==> config.mk <==
export PLATFORM = sky130hd
export DESIGN_NAME = qcw_ramp_ctrl
export DESIGN_NICKNAME = d
export VERILOG_FILES = /design/src/rtl/qcw_ramp_ctrl.sv
export SDC_FILE = /design/constraint.sdc
export NUM_CORES = 1
export LEC_CHECK = 0
export BUFFER_PORTS_ARGS = -buffer_cell sky130_fd_sc_hd__buf_2
export CAP_MARGIN = 20
export CORE_UTILIZATION = 35
export DETAILED_ROUTE_END_ITERATION = 8
export PLACE_DENSITY = 0.65
export SLEW_MARGIN = 25
export SYNTH_ARGS = -nofsm -noshare
export SYNTH_HDL_FRONTEND = slang
export SYNTH_SLANG_ARGS = --single-unit
==> constraint.sdc <==
create_clock -name clk -period 5 [get_ports clk]
set_input_delay 1 -clock clk [delete_from_list [all_inputs] [get_ports clk]]
set_output_delay 1 -clock clk [all_outputs]
set_load 0.02 [all_outputs]
==> src/rtl/qcw_ramp_ctrl.sv <==
//==============================================================================
// Module   : qcw_ramp_ctrl
// Purpose  : Burst sequencer ahead of the QCW bridge driver. Latches a burst
//            profile on fire, pulses drv_start, ramps phase_shift in timed
//            steps, holds, halts the driver, then enforces a cooldown.
//            Driver faults are latched until software clears them.
// Revision : 1.0 - initial release
//==============================================================================
`default_nettype none

module qcw_ramp_ctrl #(
  parameter int STEP_DIV     = 100,
  parameter int MIN_OFF      = 100000,
  parameter int STOP_TIMEOUT = 4096
) (
  input  logic        clk,
  input  logic        rst,
  input  logic        enable,
  input  logic        fire,
  input  logic [7:0]  ramp_start,
  input  logic [7:0]  ramp_end,
  input  logic [7:0]  ramp_step,
  input  logic [15:0] hold_steps,
  input  logic [15:0] cycle_limit_in,
  input  logic        clear_fault,
  input  logic        drv_ready,
  input  logic        drv_cycle_finished,
  input  logic        drv_fault,
  output logic        drv_start,
  output logic        drv_halt,
  output logic [7:0]  phase_shift,
  output logic [15:0] cycle_limit,
  output logic        busy,
  output logic        fault_latched
);

  typedef enum logic [2:0] {
    S_IDLE     = 3'd0,
    S_RAMP     = 3'd1,
    S_HOLD     = 3'd2,
    S_STOP     = 3'd3,
    S_COOLDOWN = 3'd4,
    S_FAULT    = 3'd5
  } state_t;

  localparam int SC_W  = (STEP_DIV > 1) ? $clog2(STEP_DIV) : 1;
  localparam int T_MAX = (MIN_OFF > STOP_TIMEOUT) ? MIN_OFF : STOP_TIMEOUT;
  localparam int T_W   = $clog2(T_MAX + 1);

  localparam logic [SC_W-1:0] STEP_LAST = SC_W'(STEP_DIV - 1);
  localparam logic [T_W-1:0]  OFF_LAST  = T_W'(MIN_OFF - 1);
  localparam logic [T_W-1:0]  STOP_LAST = T_W'(STOP_TIMEOUT - 1);

  state_t          state, state_nx;
  logic [SC_W-1:0] step_cnt, step_cnt_nx;
  logic [15:0]     hold_cnt, hold_cnt_nx;
  logic [T_W-1:0]  timer, timer_nx;
  logic [7:0]      end_l, end_l_nx;
  logic [7:0]      step_l, step_l_nx;
  logic [15:0]     hold_l, hold_l_nx;
  logic            down_l, down_l_nx;

  logic            drv_start_nx, drv_halt_nx, busy_nx, fault_nx;
  logic [7:0]      phase_nx;
  logic [15:0]     cycle_limit_nx;

  logic            tick;
  logic            running;
  logic [8:0]      up_sum, dn_diff;
  logic [7:0]      ramp_val;

  // Next ramp value: 9-bit arithmetic clamped at the latched end value.
  always_comb begin
    up_sum  = {1'b0, phase_shift} + {1'b0, step_l};
    dn_diff = {1'b0, phase_shift} - {1'b0, step_l};
    if (step_l == 8'd0) begin
      ramp_val = end_l;
    end else if (!down_l) begin
      ramp_val = (up_sum >= {1'b0, end_l}) ? end_l : up_sum[7:0];
    end else begin
      ramp_val = (dn_diff[8] || (dn_diff <= {1'b0, end_l})) ? end_l : dn_diff[7:0];
    end
  end

  // Next-state and registered-output computation.
  always_comb begin
    state_nx       = state;
    step_cnt_nx    = step_cnt;
    hold_cnt_nx    = hold_cnt;
    timer_nx       = timer;
    end_l_nx       = end_l;
    step_l_nx      = step_l;
    hold_l_nx      = hold_l;
    down_l_nx      = down_l;
    drv_start_nx   = 1'b0;
    drv_halt_nx    = drv_halt;
    phase_nx       = phase_shift;
    cycle_limit_nx = cycle_limit;
    fault_nx       = fault_latched;
    tick           = (step_cnt == STEP_LAST);
    running        = (state == S_RAMP) || (state == S_HOLD);

    case (state)
      S_IDLE: begin
        if (fire && enable && drv_ready && !fault_latched) begin
          state_nx       = S_RAMP;
          end_l_nx       = ramp_end;
          step_l_nx      = ramp_step;
          hold_l_nx      = hold_steps;
          down_l_nx      = (ramp_end < ramp_start);
          cycle_limit_nx = cycle_limit_in;
          phase_nx       = ramp_start;
          drv_start_nx   = 1'b1;
          step_cnt_nx    = '0;
        end
      end
      S_RAMP: begin
        step_cnt_nx = tick ? '0 : step_cnt + SC_W'(1);
        if (tick) begin
          phase_nx = ramp_val;
          if (ramp_val == end_l) begin
            state_nx    = S_HOLD;
            hold_cnt_nx = '0;
          end
        end
      end
      S_HOLD: begin
        step_cnt_nx = tick ? '0 : step_cnt + SC_W'(1);
        if (hold_l == 16'd0) begin
          state_nx    = S_STOP;
          drv_halt_nx = 1'b1;
          timer_nx    = '0;
        end else if (tick) begin
          if (({1'b0, hold_cnt} + 17'd1) >= {1'b0, hold_l}) begin
            state_nx    = S_STOP;
            drv_halt_nx = 1'b1;
            timer_nx    = '0;
          end else begin
            hold_cnt_nx = hold_cnt + 16'd1;
          end
        end
      end
      S_STOP: begin
        if (drv_ready) begin
          state_nx    = S_COOLDOWN;
          drv_halt_nx = 1'b0;
          phase_nx    = 8'd0;
          timer_nx    = '0;
        end else if (timer == STOP_LAST) begin
          state_nx    = S_FAULT;
          fault_nx    = 1'b1;
          drv_halt_nx = 1'b1;
          phase_nx    = 8'd0;
        end else begin
          timer_nx = timer + T_W'(1);
        end
      end
      S_COOLDOWN: begin
        if (timer == OFF_LAST) begin
          state_nx = S_IDLE;
          timer_nx = '0;
        end else begin
          timer_nx = timer + T_W'(1);
        end
      end
      S_FAULT: begin
        if (clear_fault && !drv_fault) begin
          state_nx    = S_COOLDOWN;
          fault_nx    = 1'b0;
          drv_halt_nx = 1'b0;
          timer_nx    = '0;
        end
      end
      default: begin
        state_nx = S_IDLE;
      end
    endcase

    // Abort conditions override normal sequencing: fault first, then a
    // driver-side finish (no halt needed), then loss of enable.
    if ((running || state == S_STOP) && drv_fault) begin
      state_nx    = S_FAULT;
      fault_nx    = 1'b1;
      drv_halt_nx = 1'b1;
      phase_nx    = 8'd0;
    end else if (running && drv_cycle_finished) begin
      state_nx    = S_COOLDOWN;
      drv_halt_nx = 1'b0;
      phase_nx    = 8'd0;
      timer_nx    = '0;
    end else if (running && !enable) begin
      state_nx    = S_STOP;
      drv_halt_nx = 1'b1;
      timer_nx    = '0;
    end

    busy_nx = (state_nx != S_IDLE);
  end

  // State, counters, latched profile and registered outputs.
  always_ff @(posedge clk) begin
    if (rst) begin
      state         <= S_IDLE;
      step_cnt      <= '0;
      hold_cnt      <= '0;
      timer         <= '0;
      end_l         <= '0;
      step_l        <= '0;
      hold_l        <= '0;
      down_l        <= 1'b0;
      drv_start     <= 1'b0;
      drv_halt      <= 1'b0;
      phase_shift   <= '0;
      cycle_limit   <= '0;
      busy          <= 1'b0;
      fault_latched <= 1'b0;
    end else begin
      state         <= state_nx;
      step_cnt      <= step_cnt_nx;
      hold_cnt      <= hold_cnt_nx;
      timer         <= timer_nx;
      end_l         <= end_l_nx;
      step_l        <= step_l_nx;
      hold_l        <= hold_l_nx;
      down_l        <= down_l_nx;
      drv_start     <= drv_start_nx;
      drv_halt      <= drv_halt_nx;
      phase_shift   <= phase_nx;
      cycle_limit   <= cycle_limit_nx;
      busy          <= busy_nx;
      fault_latched <= fault_nx;
    end
  end

endmodule

`default_nettype wire

; ---- Yosys cells after proc, flatten, opt, wreduce, memory -nomap -nowiden
; Index checks and enable logic that the tools add are counted.
[classes]
addsub = 6
n_lt_le_gt_ge = 4
n_eq_ne = 23
n_mux = 57
bitwise_logic = 1
n_reduce_logical = 31
[op_table]
columns = operator, count
row1 = 17-bit two-way mux, 10
row2 = 16-bit two-way mux, 5
row3 = 17-bit case mux with 4 select lines, 1
row4 = 8-bit two-way mux, 8
row5 = 3-bit two-way mux, 13
row6 = 16-bit case mux with 2 select lines, 1
row7 = 8-bit case mux with 3 select lines, 1
row8 = 3-bit case mux with 6 select lines, 1
row9 = 16-bit by 1-bit adder with 17-bit output (second input constant), 1
row10 = 17-bit by 1-bit adder with 17-bit output (second input constant), 1
row11 = 17-bit by 12-bit equality test with 1-bit output (second input constant), 1
row12 = 17-bit equality test (second input constant), 1
row13 = 17-bit by 16-bit >= comparator with 1-bit output, 1
row14 = 16-bit by 1-bit adder with 16-bit output (second input constant), 1
row15 = 16-bit zero test, 1
row16 = 7-bit two-way mux, 2
row17 = 7-bit case mux with 2 select lines, 1
row18 = 1-bit two-way mux, 12
row19 = 2-bit != test (second input constant), 5
row20 = 8-bit by 8-bit adder with 9-bit output, 1
row21 = 9-bit by 8-bit >= comparator with 1-bit output, 1
row22 = 9-bit by 8-bit less-or-equal comparator with 1-bit output, 1
row23 = 3-bit nonzero test, 3
row24 = 8-bit by 8-bit subtractor with 9-bit output, 1
row25 = other kinds (30), 48
[totals]
reg_bits = 104
output_inout_bits = 28
word_cells = 136

; ---- Logic depth before layout (Yosys ltp)
[depth]
depth_word = 14
depth_mapped = 19
mapped_depth_nobuf = 18

; ---- Worst setup path before layout
; No wires, ideal clock.
[synth_path]
path_type = register to register
startpoint = register phase_shift[0]
endpoint = register hold_cnt[11]
t_arrival_ps = 4099
required_time_ps = 4912
path_slack_ps = 813
stages_incl_launch_ff = 19
path_cell_list = dfxtp_1 -> inv_1 -> ha_1 -> inv_1 -> fa_1 -> a211o_1 -> a21o_1 -> a21oi_1 -> xnor2_1 -> ha_1 -> a22oi_1 -> o211a_1 -> a2111o_1 -> or4_1 -> a32oi_1 -> nor4_2 -> a31o_1 -> buf_2 -> a311oi_2
[synth_between]
elab_chain_cells = 9
[synth_lines]
columns = element, line
row1 = from (decl), 31  ; output logic [7:0] phase_shift,
row2 = from (signal assigned), 228  ; phase_shift <= phase_nx;
row3 = 8-bit by 8-bit subtractor with 9-bit output, 75  ; dn_diff = {1'b0, phase_shift} - {1'b0, step_l};
row4 = 9-bit by 8-bit less-or-equal comparator with 1-bit output, 81  ; ramp_val = (dn_diff[8] || (dn_diff <= {1'b0, end_l})) ? end_l : dn_diff[7:0];
row5 = 1-bit logical OR, 81
row6 = 8-bit two-way mux, 81
row7 = 8-bit two-way mux (*), 78  ; end else if (!down_l) begin
row8 = 8-bit two-way mux (*), 76  ; if (step_l == 8'd0) begin
row9 = 8-bit equality test (*), 121  ; if (ramp_val == end_l) begin
row10 = 2-bit by 1-bit != test with 1-bit output (no line) (*), n/a
row11 = 6-bit AND reduction (no line) (*), n/a
row12 = to (signal assigned), 220  ; hold_cnt <= hold_cnt_nx;
row13 = to (decl), 56  ; logic [15:0] hold_cnt, hold_cnt_nx;
; Mark *: on every way between the ends. The rest lies on a longest branch, timed or not.
; A chain may end at the register's enable or synchronous reset.

; ---- Worst setup path in the final report
[layout_path]
startpoint = register phase_shift[0]
endpoint = register hold_cnt[13]
; Same word-level chain as after synthesis.

==> results_tabular.tex <==
\begin{tabular}{lr}
\hline
Metric & Value \\
\hline
\multicolumn{2}{l}{\textbf{Status}} \\
\quad Result of the run & completed \\
\multicolumn{2}{l}{\textbf{Worst setup path}} \\
\quad Critical setup path kind & register to register \\
\quad Category of the worst setup path launch point & register \\
\quad Launching point of the worst reg2reg path & phase\_shift[0] \\
\quad FF-to-FF End & hold\_cnt[13] \\
\quad Depth of the worst register-to-register path & 19 \\
\quad Critical Path Sink Type & register \\
\quad Worst setup startpoint & phase\_shift[0] \\
\quad Required arrival time at the worst endpoint & 5280 ps \\
\quad Data arrival time of the critical path & 4950 ps \\
\quad Minimum setup slack among reg-to-reg paths & 330 ps \\
\quad Crit-path max FO & 12 \\
\multicolumn{2}{l}{\textbf{Detailed routing}} \\
\quad DRC violations left & 0 \\
\quad DRC marker count from the first detailed-route iteration & 511 \\
\quad Total detailed-routing wirelength & 21300 µm \\
\quad Drt pass-1 iters & 5 \\
\quad Post-DR wirelength/cell & 16.5 µm \\
\quad Vias after detailed routing & 7059 \\
\quad Residual antenna-violating net count after detailed routing & 0 \\
\quad Mean number of vias per cell & 5.48 \\
\multicolumn{2}{l}{\textbf{Yosys}} \\
\quad Top flip-flop cell by instance count after synthesis & sky130\_fd\_sc\_hd\_\_dfxtp\_1 \\
\quad Count of state elements after synthesis & 104 \\
\quad Share of synthesized cell area in full adder, half adder and majority cells & 10.6\% \\
\quad Area fraction in and, or, nand and nor cells after synthesis & 23.5\% \\
\quad Largest family of logic cells by synthesized area & compound AO/OA/AOI/OAI gates \\
\quad Ys Warns & 0 \\
\quad Number of enable flip-flop cells after synthesis & 0 \\
\quad Proportion of synthesized area in mux cells & 1.78\% \\
\quad Seq/Total Area, Yosys & 28.7\% \\
\quad Xor and xnor fraction of the mapped netlist area & 5.23\% \\
\quad Number of unique standard cell types used by synthesis & 76 \\
\quad Number of cells produced by synthesis & 954 \\
\quad Summed instance area of the synthesized netlist & 7250 µm² \\
\quad Area fraction in compound gates after synthesis & 24.2\% \\
\quad Total nets after synthesis & 1078 \\
\quad FFs w/ async S/R, synth & 0\% \\
\quad Mean Syn Cell Area & 7.60 µm² \\
\multicolumn{2}{l}{\textbf{Final layout}} \\
\quad Storage element area & 2080 µm² \\
\quad Multi-input gate area in the final layout & 4740 µm² \\
\quad Layout area overhead & 12.9\% \\
\quad Final cell count without fillers & 1288 \\
\quad Number of inserted diodes & 0 \\
\quad Fillers & 2104 \\
\quad Number of nets in the finished design & 1137 \\
\quad Share of final-layout standard cells stronger than drive strength 1 & 14.3\% \\
\multicolumn{2}{l}{\textbf{STA}} \\
\quad Least-Margin Pin Slew & 1000 ps \\
\quad Hold Vio Cnt, Final & 0 \\
\quad Final Setup Violations & 0 \\
\quad Clock period minus final worst setup slack & 4670 ps \\
\quad Final cycle utilization of the critical path & 93.5\% \\
\quad Pins over their slew limit & 0 \\
\quad Peak Freq & 214 MHz \\
\quad Clock skew after layout & 13.6 ps \\
\quad Setup total negative slack & 0 ps \\
\quad Setup repair after global routing missed its margin & false \\
\quad Worst relative slew slack & 32.9\% \\
\multicolumn{2}{l}{\textbf{Clock tree}} \\
\quad Cts bufs inserted & 9 \\
\quad Level count of the clock H-tree & 3 \\
\quad Number of buffers on the longest clock path & 2 \\
\quad Setup bufs post-CTS & 0 \\
\quad Clock latency on the worst-skew pair & 360 ps \\
\quad Cell at the root of the clock tree & sky130\_fd\_sc\_hd\_\_clkbuf\_16 \\
\quad Post-cts repair resize count & 0 \\
\quad CTS clock-pin slew for the worst setup and hold paths & 70 ps \\
\quad CTS tree & built \\
\quad CTS hold repair buffers & 0 \\
\quad TritonCTS Sinks & 104 \\
\multicolumn{2}{l}{\textbf{Global route}} \\
\quad All-Layer GR Usage & 20.1\% \\
\quad Number of antenna violations at the first check in global routing & 0 \\
\quad Vias in the first global route & 6613 \\
\quad Global-route congestion overflow total & 0 \\
\quad Largest net degree at the start of global routing & 70 \\
\quad Global-route wire length before repair & 34400 µm \\
\multicolumn{2}{l}{\textbf{Die}} \\
\quad Initial Utilization & 35.8\% \\
\quad Row Count & 52 \\
\quad Area of the core & 20200 µm² \\
\quad Vertical die dimension & 146 µm \\
\quad Die outline width & 146 µm \\
\quad Total die area & 21300 µm² \\
\quad Num ports & 92 \\
\multicolumn{2}{l}{\textbf{Place}} \\
\quad Gpl congestion & 0.951 \\
\quad Inst Count DP & 1272 \\
\quad Count of input and output buffers & 91 \\
\quad DPL Wire Length & 15900 µm \\
\multicolumn{2}{l}{\textbf{Pwr}} \\
\quad Maximum resistive drop on vdd & 275 µV \\
\quad Lkg Pwr & 3.21 nW \\
\quad Power density over cell area & 491 nW/µm² \\
\multicolumn{2}{l}{\textbf{Hold path}} \\
\quad Min-delay src & cycle\_limit[13] \\
\quad Instance count along the most critical hold path & 2 \\
\quad Hold Path Sink & cycle\_limit[13] \\
\quad Kind of path behind the tightest hold check & register to register \\
\multicolumn{2}{l}{\textbf{Job}} \\
\quad Maxcap violations & 0 \\
\hline
\end{tabular}
## cells in the mapped netlist, types with 6 or more instances
library cell	count	area share [%]
sky130_fd_sc_hd__nand4_1	14	1.2
sky130_fd_sc_hd__nand3_1	31	2.1
sky130_fd_sc_hd__nor4_1	7	0.60
sky130_fd_sc_hd__nand2_1	152	7.9
sky130_fd_sc_hd__nor2_1	67	3.5
sky130_fd_sc_hd__inv_1	52	2.7
sky130_fd_sc_hd__o21ai_0	38	2.6
sky130_fd_sc_hd__mux2_2	6	0.93
sky130_fd_sc_hd__or3_1	7	0.60
sky130_fd_sc_hd__or4_1	7	0.73
sky130_fd_sc_hd__xor2_1	17	2.1
sky130_fd_sc_hd__o21a_1	7	0.73
sky130_fd_sc_hd__nor3_1	17	1.2
sky130_fd_sc_hd__and3_1	10	0.86
sky130_fd_sc_hd__a211oi_1	14	1.5
sky130_fd_sc_hd__dfxtp_1	104	29
sky130_fd_sc_hd__a21o_1	9	0.93
sky130_fd_sc_hd__xnor2_1	20	2.4
sky130_fd_sc_hd__a31oi_1	12	1.0
sky130_fd_sc_hd__o211ai_1	6	0.62
sky130_fd_sc_hd__ha_1	58	10
sky130_fd_sc_hd__buf_2	9	0.62
sky130_fd_sc_hd__a311oi_1	10	1.2
sky130_fd_sc_hd__a21oi_1	110	7.6
sky130_fd_sc_hd__clkbuf_1	40	2.1
sky130_fd_sc_hd__nand2b_1	20	1.7
sky130_fd_sc_hd__nor2b_1	13	1.1
## routing by layer
metal  track usage [%]  wire length [µm]
met2              32.5              9690
met3              2.51               899
met5                 0                 0
met1              27.7             10300
met4              6.21               400
## critical path: stages, from the launching register on
cell and delay, ps:
sky130_fd_sc_hd__dfxtp_1 380, sky130_fd_sc_hd__inv_1 80, sky130_fd_sc_hd__ha_1 190, sky130_fd_sc_hd__inv_1 70
sky130_fd_sc_hd__fa_1 430, sky130_fd_sc_hd__a211o_1 370, sky130_fd_sc_hd__a21o_1 190, sky130_fd_sc_hd__a21oi_1 170
sky130_fd_sc_hd__xnor2_1 110, sky130_fd_sc_hd__ha_1 250, sky130_fd_sc_hd__or3_1 350, sky130_fd_sc_hd__a21oi_1 190
sky130_fd_sc_hd__a211oi_1 90, sky130_fd_sc_hd__nand3_1 220, sky130_fd_sc_hd__nor4_1 90, sky130_fd_sc_hd__nor4_2 470
sky130_fd_sc_hd__a31oi_1 140, sky130_fd_sc_hd__buf_4 230, sky130_fd_sc_hd__or4_1 400, sky130_fd_sc_hd__a21oi_1 150
## worst max-delay path by stage
| stage | to | slack [ps] |
|---|---|---|
| floorplan | hold_cnt[11] | 810 |
| CTS | hold_cnt[13] | 440 |
| detailed placement | hold_cnt[13] | 450 |
| finish | hold_cnt[13] | 330 |
| global placement | hold_cnt[13] | 530 |
| global route | hold_cnt[13] | 80 |
## final cells by class
class,count,area share (%)
well taps,270,4.13
clock inverters,6,0.642
repair buffers,102,6.58
flip-flops and latches,104,25.4
multi-input cells,743,58.0
clock buffers,10,2.80
inverters,53,2.43
## layout by cell type, fill, tap and decap left out, types with 3 or more instances in the layout
cell / count
sky130_fd_sc_hd__a211o_1: 5
sky130_fd_sc_hd__a211oi_1: 14
sky130_fd_sc_hd__a21o_1: 9
sky130_fd_sc_hd__a21oi_1: 109
sky130_fd_sc_hd__a22oi_1: 4
sky130_fd_sc_hd__a311oi_1: 10
sky130_fd_sc_hd__a311oi_2: 4
sky130_fd_sc_hd__a31oi_1: 12
sky130_fd_sc_hd__a41oi_1: 3
sky130_fd_sc_hd__and3_1: 9
sky130_fd_sc_hd__buf_2: 91
sky130_fd_sc_hd__buf_4: 11
sky130_fd_sc_hd__clkbuf_16: 9
sky130_fd_sc_hd__dfxtp_1: 104
sky130_fd_sc_hd__ha_1: 58
sky130_fd_sc_hd__inv_1: 52
sky130_fd_sc_hd__mux2_2: 6
sky130_fd_sc_hd__mux2i_1: 5
sky130_fd_sc_hd__nand2_1: 152
sky130_fd_sc_hd__nand2b_1: 20
sky130_fd_sc_hd__nand3_1: 30
sky130_fd_sc_hd__nand3b_1: 3
sky130_fd_sc_hd__nand4_1: 14
sky130_fd_sc_hd__nor2_1: 67
sky130_fd_sc_hd__nor2b_1: 13
sky130_fd_sc_hd__nor3_1: 17
sky130_fd_sc_hd__nor3_2: 4
sky130_fd_sc_hd__nor4_1: 7
sky130_fd_sc_hd__o2111ai_1: 4
sky130_fd_sc_hd__o211ai_1: 6
sky130_fd_sc_hd__o21a_1: 7
sky130_fd_sc_hd__o21ai_0: 38
sky130_fd_sc_hd__o221ai_1: 5
sky130_fd_sc_hd__o22ai_1: 5
sky130_fd_sc_hd__o32ai_1: 3
sky130_fd_sc_hd__or3_1: 7
sky130_fd_sc_hd__or4_1: 7
sky130_fd_sc_hd__xnor2_1: 20
sky130_fd_sc_hd__xor2_1: 17
## kinds of logic (layout without fill, tap and decap cells)
| logic type | count (synthesis) | in the layout |
|---|---|---|
| multiplexers | 12 | 12 |
| AO/OA/AOI/OAI | 269 | 269 |
| flip-flops | 104 | 104 |
| buffers and inverters | 107 | 171 |
| adder cells (fa/ha/maj) | 60 | 60 |
| AND/OR/NAND/NOR | 362 | 362 |
| XOR/XNOR | 40 | 40 |
## per-stage QoR
stage                     setup WS [ps]  area (µm²)  power, mW  utilization (%)  hold slack [ps]
final                               327        8180       4.02             40.4              453
after global routing               78.7        8180       4.29             40.4              480
after CTS                           439        8180       4.00             40.4              456
after detailed placement            455        7900       3.28             39.0              445
after global placement              528        7900       3.28             39.0              440
after floorplan                     813        7250       2.72                -              431
## report_power, final
part	switching, mW	internal [mW]
sequential	0.111	0.908
clock	0.352	0.347
combinational	1.39	0.909
total	1.85	2.16
## sequential cells by signal, summed over array words and instances (netlist names)
name and count:
cycle_limit 16, fault_latched 1, step_l 8, drv_halt 1, end_l 8, step_cnt 7, down_l 1, state 3
busy 1, hold_cnt 16, drv_start 1, phase_shift 8, hold_l 16, timer 17
No activity file was read; power rests on OpenSTA's default activity.
